**src/rtl/multicycle_control_fsm.sv**
```systemverilog
// Multicycle control sequencer for the 32-bit datapath: steps PC/IR/register/ALU/memory/I-O
// strobes through one state per cycle, with a synchronised IN handshake and a sticky halt.
module multicycle_control_fsm #(
  parameter int SYNC_STAGES = 2,
  parameter int CNT_W       = 32
) (
  input  logic             clk,
  input  logic             reset,
  input  logic [5:0]       opcode,
  input  logic             zero,
  input  logic             input_valid,
  output logic             ir_write,
  output logic             pc_en,
  output logic [1:0]       pc_src,
  output logic             reg_write,
  output logic [1:0]       wb_sel,
  output logic             alu_src,
  output logic [1:0]       alu_op,
  output logic             reg_dst,
  output logic             mem_read,
  output logic             mem_write,
  output logic             out_en,
  output logic             halt,
  output logic             illegal,
  output logic [3:0]       state,
  output logic [CNT_W-1:0] instr_count
);

  typedef enum logic [3:0] {
    FETCH    = 4'd0,
    DECODE   = 4'd1,
    EXEC_R   = 4'd2,
    EXEC_I   = 4'd3,
    MEM_ADDR = 4'd4,
    MEM_RD   = 4'd5,
    MEM_WB   = 4'd6,
    MEM_WR   = 4'd7,
    ALU_WB   = 4'd8,
    BRANCH   = 4'd9,
    JUMP     = 4'd10,
    IN_WAIT  = 4'd11,
    OUT      = 4'd12,
    HALTED   = 4'd13
  } state_t;

  localparam logic [5:0] OP_R    = 6'b000000;
  localparam logic [5:0] OP_ADDI = 6'b000001;
  localparam logic [5:0] OP_LW   = 6'b000010;
  localparam logic [5:0] OP_SW   = 6'b000011;
  localparam logic [5:0] OP_BEQ  = 6'b000100;
  localparam logic [5:0] OP_BNE  = 6'b000101;
  localparam logic [5:0] OP_J    = 6'b000110;
  localparam logic [5:0] OP_IN   = 6'b000111;
  localparam logic [5:0] OP_OUT  = 6'b001000;
  localparam logic [5:0] OP_HALT = 6'b111111;

  state_t                 cur;
  state_t                 nxt;
  logic [5:0]             op_q;
  logic [SYNC_STAGES-1:0] sync_q;
  logic                   sync_prev;
  logic                   in_edge;
  logic                   cnt_inc;

  // Edge detector runs continuously, so a level that was already high before IN_WAIT never fires.
  assign in_edge = sync_q[SYNC_STAGES-1] & ~sync_prev;
  assign state   = cur;

  always_ff @(posedge clk or posedge reset) begin
    if (reset) begin
      cur         <= FETCH;
      op_q        <= '0;
      sync_q      <= '0;
      sync_prev   <= 1'b0;
      instr_count <= '0;
    end else begin
      cur       <= nxt;
      sync_q    <= {sync_q[SYNC_STAGES-2:0], input_valid};
      sync_prev <= sync_q[SYNC_STAGES-1];
      if (cur == DECODE) op_q <= opcode;
      if (cnt_inc) instr_count <= instr_count + CNT_W'(1);
    end
  end

  always_comb begin
    nxt       = cur;
    cnt_inc   = 1'b0;
    ir_write  = 1'b0;
    pc_en     = 1'b0;
    pc_src    = 2'd0;
    reg_write = 1'b0;
    wb_sel    = 2'd0;
    alu_src   = 1'b0;
    alu_op    = 2'd0;
    reg_dst   = 1'b0;
    mem_read  = 1'b0;
    mem_write = 1'b0;
    out_en    = 1'b0;
    halt      = 1'b0;
    illegal   = 1'b0;
    case (cur)
      FETCH: begin
        ir_write = 1'b1;
        pc_en    = 1'b1;
        nxt      = DECODE;
      end
      DECODE: begin
        case (opcode)
          OP_R:          nxt = EXEC_R;
          OP_ADDI:       nxt = EXEC_I;
          OP_LW, OP_SW:  nxt = MEM_ADDR;
          OP_BEQ, OP_BNE: nxt = BRANCH;
          OP_J:          nxt = JUMP;
          OP_IN:         nxt = IN_WAIT;
          OP_OUT:        nxt = OUT;
          OP_HALT: begin
            nxt     = HALTED;
            cnt_inc = 1'b1;
          end
          default: begin
            illegal = 1'b1;
            nxt     = FETCH;
          end
        endcase
      end
      EXEC_R: begin
        alu_op  = 2'd2;
        reg_dst = 1'b1;
        nxt     = ALU_WB;
      end
      EXEC_I: begin
        alu_src = 1'b1;
        nxt     = ALU_WB;
      end
      ALU_WB: begin
        reg_write = 1'b1;
        reg_dst   = (op_q == OP_R);
        cnt_inc   = 1'b1;
        nxt       = FETCH;
      end
      MEM_ADDR: begin
        alu_src = 1'b1;
        nxt     = (op_q == OP_SW) ? MEM_WR : MEM_RD;
      end
      MEM_RD: begin
        mem_read = 1'b1;
        nxt      = MEM_WB;
      end
      MEM_WB: begin
        mem_read  = 1'b1;
        reg_write = 1'b1;
        wb_sel    = 2'd1;
        cnt_inc   = 1'b1;
        nxt       = FETCH;
      end
      MEM_WR: begin
        mem_write = 1'b1;
        cnt_inc   = 1'b1;
        nxt       = FETCH;
      end
      BRANCH: begin
        alu_op = 2'd1;
        if ((op_q == OP_BEQ && zero) || (op_q == OP_BNE && !zero)) begin
          pc_en  = 1'b1;
          pc_src = 2'd1;
        end
        cnt_inc = 1'b1;
        nxt     = FETCH;
      end
      JUMP: begin
        pc_en   = 1'b1;
        pc_src  = 2'd2;
        cnt_inc = 1'b1;
        nxt     = FETCH;
      end
      IN_WAIT: begin
        if (in_edge) begin
          reg_write = 1'b1;
          wb_sel    = 2'd2;
          cnt_inc   = 1'b1;
          nxt       = FETCH;
        end
      end
      OUT: begin
        out_en  = 1'b1;
        cnt_inc = 1'b1;
        nxt     = FETCH;
      end
      HALTED: halt = 1'b1;
      default: nxt = FETCH;
    endcase
    // Reset is asynchronous, so strobes are killed combinationally the moment it rises.
    if (reset) begin
      ir_write  = 1'b0;
      pc_en     = 1'b0;
      pc_src    = 2'd0;
      reg_write = 1'b0;
      wb_sel    = 2'd0;
      alu_src   = 1'b0;
      alu_op    = 2'd0;
      reg_dst   = 1'b0;
      mem_read  = 1'b0;
      mem_write = 1'b0;
      out_en    = 1'b0;
      halt      = 1'b0;
      illegal   = 1'b0;
      cnt_inc   = 1'b0;
    end
  end

endmodule

```
**config.mk**
```make
export PLATFORM = sky130hd
export DESIGN_NAME = multicycle_control_fsm
export DESIGN_NICKNAME = d
export VERILOG_FILES = /design/src/rtl/multicycle_control_fsm.sv
export SDC_FILE = /design/constraint.sdc
export NUM_CORES = 1
export LEC_CHECK = 0
export ABC_CLOCK_PERIOD_IN_PS = 3170
export CORE_ASPECT_RATIO = 0.8
export CORE_MARGIN = 2
export CORE_UTILIZATION = 45
export DETAILED_ROUTE_END_ITERATION = 8
export MAX_ROUTING_LAYER = met4
export PLACE_DENSITY = 0.74
export SLEW_MARGIN = 10
export SYNTH_ARGS = -nofsm -noshare
export SYNTH_HDL_FRONTEND = slang
export SYNTH_SLANG_ARGS = --single-unit
```
**constraint.sdc**
```tcl
create_clock -name clk -period 3.17 [get_ports clk]
set_input_delay 0.634 -clock clk [delete_from_list [all_inputs] [get_ports clk]]
set_output_delay 0.634 -clock clk [all_outputs]
set_load 0.01 [all_outputs]
```
# Yosys cells after proc, flatten, opt, wreduce, memory -nomap -nowiden
# Cells that the tools add are included.
[word_totals]
register_bits = 45
input_bits = 10
output_inout_bits = 52
[classes]
n_addsub = 1
eq_ne = 26
muxes = 38
bitwise_logic = 3
n_reduce_logical = 17
[op_table]
columns = ["op", "count"]
rows = [
  ["equality test 6 x 3 -> 1 bit, second input constant", 6],
  ["adder 32 x 1 -> 32 bit, second input constant", 1],
  ["one-hot mux 4 bit (8 select lines)", 1],
  ["one-hot mux 4 bit (7 select lines)", 1],
  ["equality test 4 bit, second input constant", 6],
  ["2-to-1 mux 1 bit", 23],
  ["equality test 6 x 2 -> 1 bit, second input constant", 3],
  ["equality test 4 x 3 -> 1 bit, second input constant", 4],
  ["OR reduction 2 bit", 7],
  ["zero test 6 bit", 2],
  ["one-hot mux 2 bit (2 select lines)", 3],
  ["2-to-1 mux 2 bit", 5],
  ["OR reduction 10 bit", 1],
  ["equality test 4 x 2 -> 1 bit, second input constant", 2],
  ["equality test 6 x 1 -> 1 bit, second input constant", 1],
  ["equality test 6 x 4 -> 1 bit, second input constant", 1],
  ["equality test 6 bit, second input constant", 1],
  ["one-hot mux 1 bit (2 select lines)", 3],
  ["OR reduction 6 bit", 1],
  ["equality test 4 x 1 -> 1 bit, second input constant", 1],
  ["zero test 4 bit", 1],
  ["2-to-1 mux 4 bit", 1],
  ["one-hot mux 1 bit (3 select lines)", 1],
  ["logical AND 1 bit", 2],
  ["other kinds (6)", 7],
]

# Depth between registers and ports, before layout
[logic_depth]
ltp_word = 6
ltp_mapped = 8
depth_no_buf = 6

# Worst setup path before layout
# Ideal clock, no wire load.
[synth_timing]
path_kind = "input -> output"
from = "input port reset"
to = "output port pc_en"
t_arrival_ns = 2.419
slack_ns = 0.117
path_stages = 5
cell_sequence = "buf_2 inv_2 nand3_1 nor4_1 a31o_2"
[synth_between]
elab_chain_cells = 1
[synth_lines]
columns = ["item", "line_no", "rtl"]
rows = [
  ["start, declared", "8", "input logic reset,"],
  ["2-to-1 mux 1 bit", "193", "if (reset) begin"],
  ["end, declared", "13", "output logic pc_en,"],
]
# No other way between the ends.

# Worst setup path in the final report
[layout_timing]
from = "input port reset"
to = "output port reg_write"
[layout_between]
elab_chain_cells = 1
[layout_lines]
columns = ["item", "line_no", "rtl"]
rows = [
  ["2-to-1 mux 1 bit", "193", ""],
  ["end, declared", "15", "output logic reg_write,"],
]
# No other way between the ends.

==> reports/qor.csv <==
stage,metric,value,unit
place,hpwl,4170,um
worst_setup_path,critPathArrivalTime,2.43,ns
layout,area_delta_synth_final,33.2,%
place,pre_cts_slack,0.0661,ns
worst_setup_path,cp_data_required_time,2.54,ns
timing,rsz0062_at_grt,no,
power,power.total,2.11,mW
power,leakagePower,1.33,nW
die,rows,24,
route,drt-vias-per-instance,5.51,
layout,finalNetCount,321,
logic_synthesis,async_flop_share,100,%
global_route,grt_pass1_vias,2009,
cts,postCtsSetupBuffers,0,
cts,clk_path_buf_depth,2,
logic_synthesis,ys_ff_latch,45,
power,irDropWorstVdd,0.462,mV
cts,tritoncts,built,
logic_synthesis,netlist_instances,247,
timing,hold_ws,0.359,ns
layout,final_area,0.00328,mm^2
status,status,"finished, final reports clean",
power,powerDensity,644,mW/mm^2
die,die_y,70.1,um
worst_setup_path,worstPathMaxFanout,4,
global_route,grt_pass1_wl,9540,um
worst_setup_path,path_class,in -> out,
timing,fmax,0.326,GHz
die,core_area,0.00538,mm^2
route,wl_per_cell,15.3,um
logic_synthesis,ys_types,47,
place,place_inst,368,
cts,cts-hold-fix-buffers,0,
timing,finalClockSkew,0.00631,ns
layout,num_antenna_cells,0,
worst_hold_path,hold_class,reg -> reg,
layout,instances_no_fill,376,
logic_synthesis,ys.flop_type,dfrtp_1,
route,finalWirelength,5740,um
layout,fin_util,61.0,%
worst_setup_path,cp-end-kind,primary output,
logic_synthesis,syn_area_per_cell,9.96,um^2
route,postRouteAntennaNets,0,
logic_synthesis,synth_edf_count,0,
cts,clk_transition_reported_paths,0.09,ns
logic_synthesis,synth_nets,258,
logic_synthesis,ys_seq_area_share,45.8,%
place,port_buffers,61,
place,place_area,0.00313,mm^2
die,die_x,86.7,um
place,gp_congestion,0.906,
cts,clkSinkCount,45,
die,io_pins,62,
flow_run,cap_violations,0,
timing,final.setup.worst_slack,0.105,ns
cts,cts-root-buf,clkbuf_8,
timing,maxSlewViolCount,0,
cts,clock_latency,0.29,ns
layout,drive_gt1_share,10.9,%
route,drc,0,
timing,post-route-period-util,96.7,%
logic_synthesis,yosysWarnings,0,
timing,hold_viol_final,0,
cts,htreeDepth,2,
cts,cts_buffers,5,
die,die_area,0.00608,mm^2
timing,fin_setup_tns,0,ns
timing,setup_violations,0,
logic_synthesis,syn_area,0.00246,mm^2
global_route,grt_max_degree,47,
timing,layout_min_cycle_time,3.07,ns
route,drtIter0Drc,161,
timing,slew_headroom,61.7,%
die,start_util,45.8,%
global_route,grt_overflow,0,
route,vias,2071,
global_route,antenna_found_initial,0,
route,firstDrtPassIters,4,
global_route,grt_usage,20.1,%
timing,worst_pin_slew,0.575,ns
worst_setup_path,cp-start-kind,primary input,
-- state kept, by name, summed over array words and instances (netlist names) --
register     flops
sync_q           2
instr_count     32
state            4
op_q             6
sync_prev        1
-- worst paths after layout --
check	start	endpoint	slack (ns)	cells after the start
worst max-delay path	reset	reg_write	0.10	6
worst min-delay path	sync_q[0]$_DFF_PP0_	sync_q[1]$_DFF_PP0_	0.36	0
worst max register to register	state[3]$_DFFE_PP0P_	instr_count[1]$_DFFE_PP0P_	0.78	6
worst min register to register	sync_q[0]$_DFF_PP0_	sync_q[1]$_DFF_PP0_	0.36	0
max in group asynchronous	reset	instr_count[21]$_DFFE_PP0P_	1.91	3
min in group asynchronous	reset	state[2]$_DFFE_PP0P_	0.87	3
-- Yosys cell counts (3+ instances only) --
cell type   n  area share (%)
a21oi_1     5             1.0
and2_1      3            0.76
and3_1      9             2.3
and4_1      4             1.4
buf_2       4            0.81
buf_4       3            0.92
clkbuf_1    3            0.46
dfrtp_1    45              46
mux2_2      7             3.2
mux2i_1     3             1.2
nand2_1    22             3.4
nand2b_1    8             2.0
nand3_1    14             2.8
nand4_1    18             4.6
nor2_1     16             2.4
nor3_1     10             2.0
o21ai_0     3            0.61
or3_1       4             1.0
xnor2_1    29              10
xor2_1      4             1.4
-- cell families after synthesis --
kind of cell	Yosys count	share of synthesized area (%)
AO/OA/AOI/OAI	20	5.85
XOR/XNOR	33	11.7
adder cells (fa/ha/maj)	1	0.508
buffers and inverters	16	3.71
flip-flops	45	45.8
multiplexers	11	5.03
AND/OR/NAND/NOR	121	27.4
-- placed cells by master, fill, tap and decap left out, types with 2 or more instances in the layout --
| master | netlist | routed |
|---|---|---|
| clkbuf_8 | 0 | 5 |
| nor2b_1 | 2 | 2 |
| bufinv_16 | 0 | 2 |
| nand2_1 | 22 | 22 |
| inv_1 | 2 | 2 |
| o21ai_0 | 3 | 3 |
| or3_1 | 4 | 4 |
| clkdlybuf4s50_1 | 0 | 59 |
| nand3_1 | 14 | 14 |
| xor2_1 | 4 | 4 |
| nand4_1 | 18 | 18 |
| a21o_1 | 2 | 2 |
| and4_1 | 4 | 4 |
| dlymetal6s2s_1 | 0 | 2 |
| and3_1 | 9 | 9 |
| a21oi_1 | 5 | 5 |
| mux2i_1 | 3 | 3 |
| dfrtp_1 | 45 | 45 |
| buf_4 | 3 | 8 |
| mux2_2 | 7 | 7 |
| nor3_1 | 10 | 10 |
| nor3b_1 | 2 | 2 |
| nor2_1 | 16 | 16 |
| nand2b_1 | 8 | 8 |
| and2_1 | 3 | 3 |
| xnor2_1 | 29 | 29 |
-- worst max-delay path, cell delays in order --
cell	delay (ns)
clkdlybuf4s50_1	0.44
inv_2	0.08
nand3_1	0.13
buf_4	0.22
o32ai_2	0.32
clkdlybuf4s50_1	0.61
-- timing repair --
| action | in CTS | in global routing |
|---|---|---|
| hold endpoints to repair | 0 | 0 |
| resized for setup | 0 | 4 |
| endpoints found under the setup margin | 0 | 2 |
-- power breakdown --
part	leakage (nW)	switching (mW)	internal, mW
registers	0.589	0.164	0.671
logic	0.677	0.370	0.404
clock network	0.0681	0.191	0.313
-- layout make-up --
| cell class | instances | area (um^2) |
|---|---|---|
| well taps | 65 | 81.3 |
| repair buffers | 69 | 676 |
| inverters | 3 | 11.3 |
| multi-input cells | 186 | 1250 |
| flip-flops and latches | 45 | 1130 |
| clock inverters | 3 | 65.1 |
| fillers | 464 | 2100 |
| clock buffers | 5 | 68.8 |
-- layer usage --
metal / vias to the layer above / global-route usage [%] / part of all wire, %
met1: 1011 / 28.9 / 48
met4: 0 / 6.08 / 1.8
li1: 997 / - / -
met5: - / - / 0
met3: 8 / 3.66 / 5.0
met2: 55 / 29.1 / 46
(Power assumes the default switching activity.)
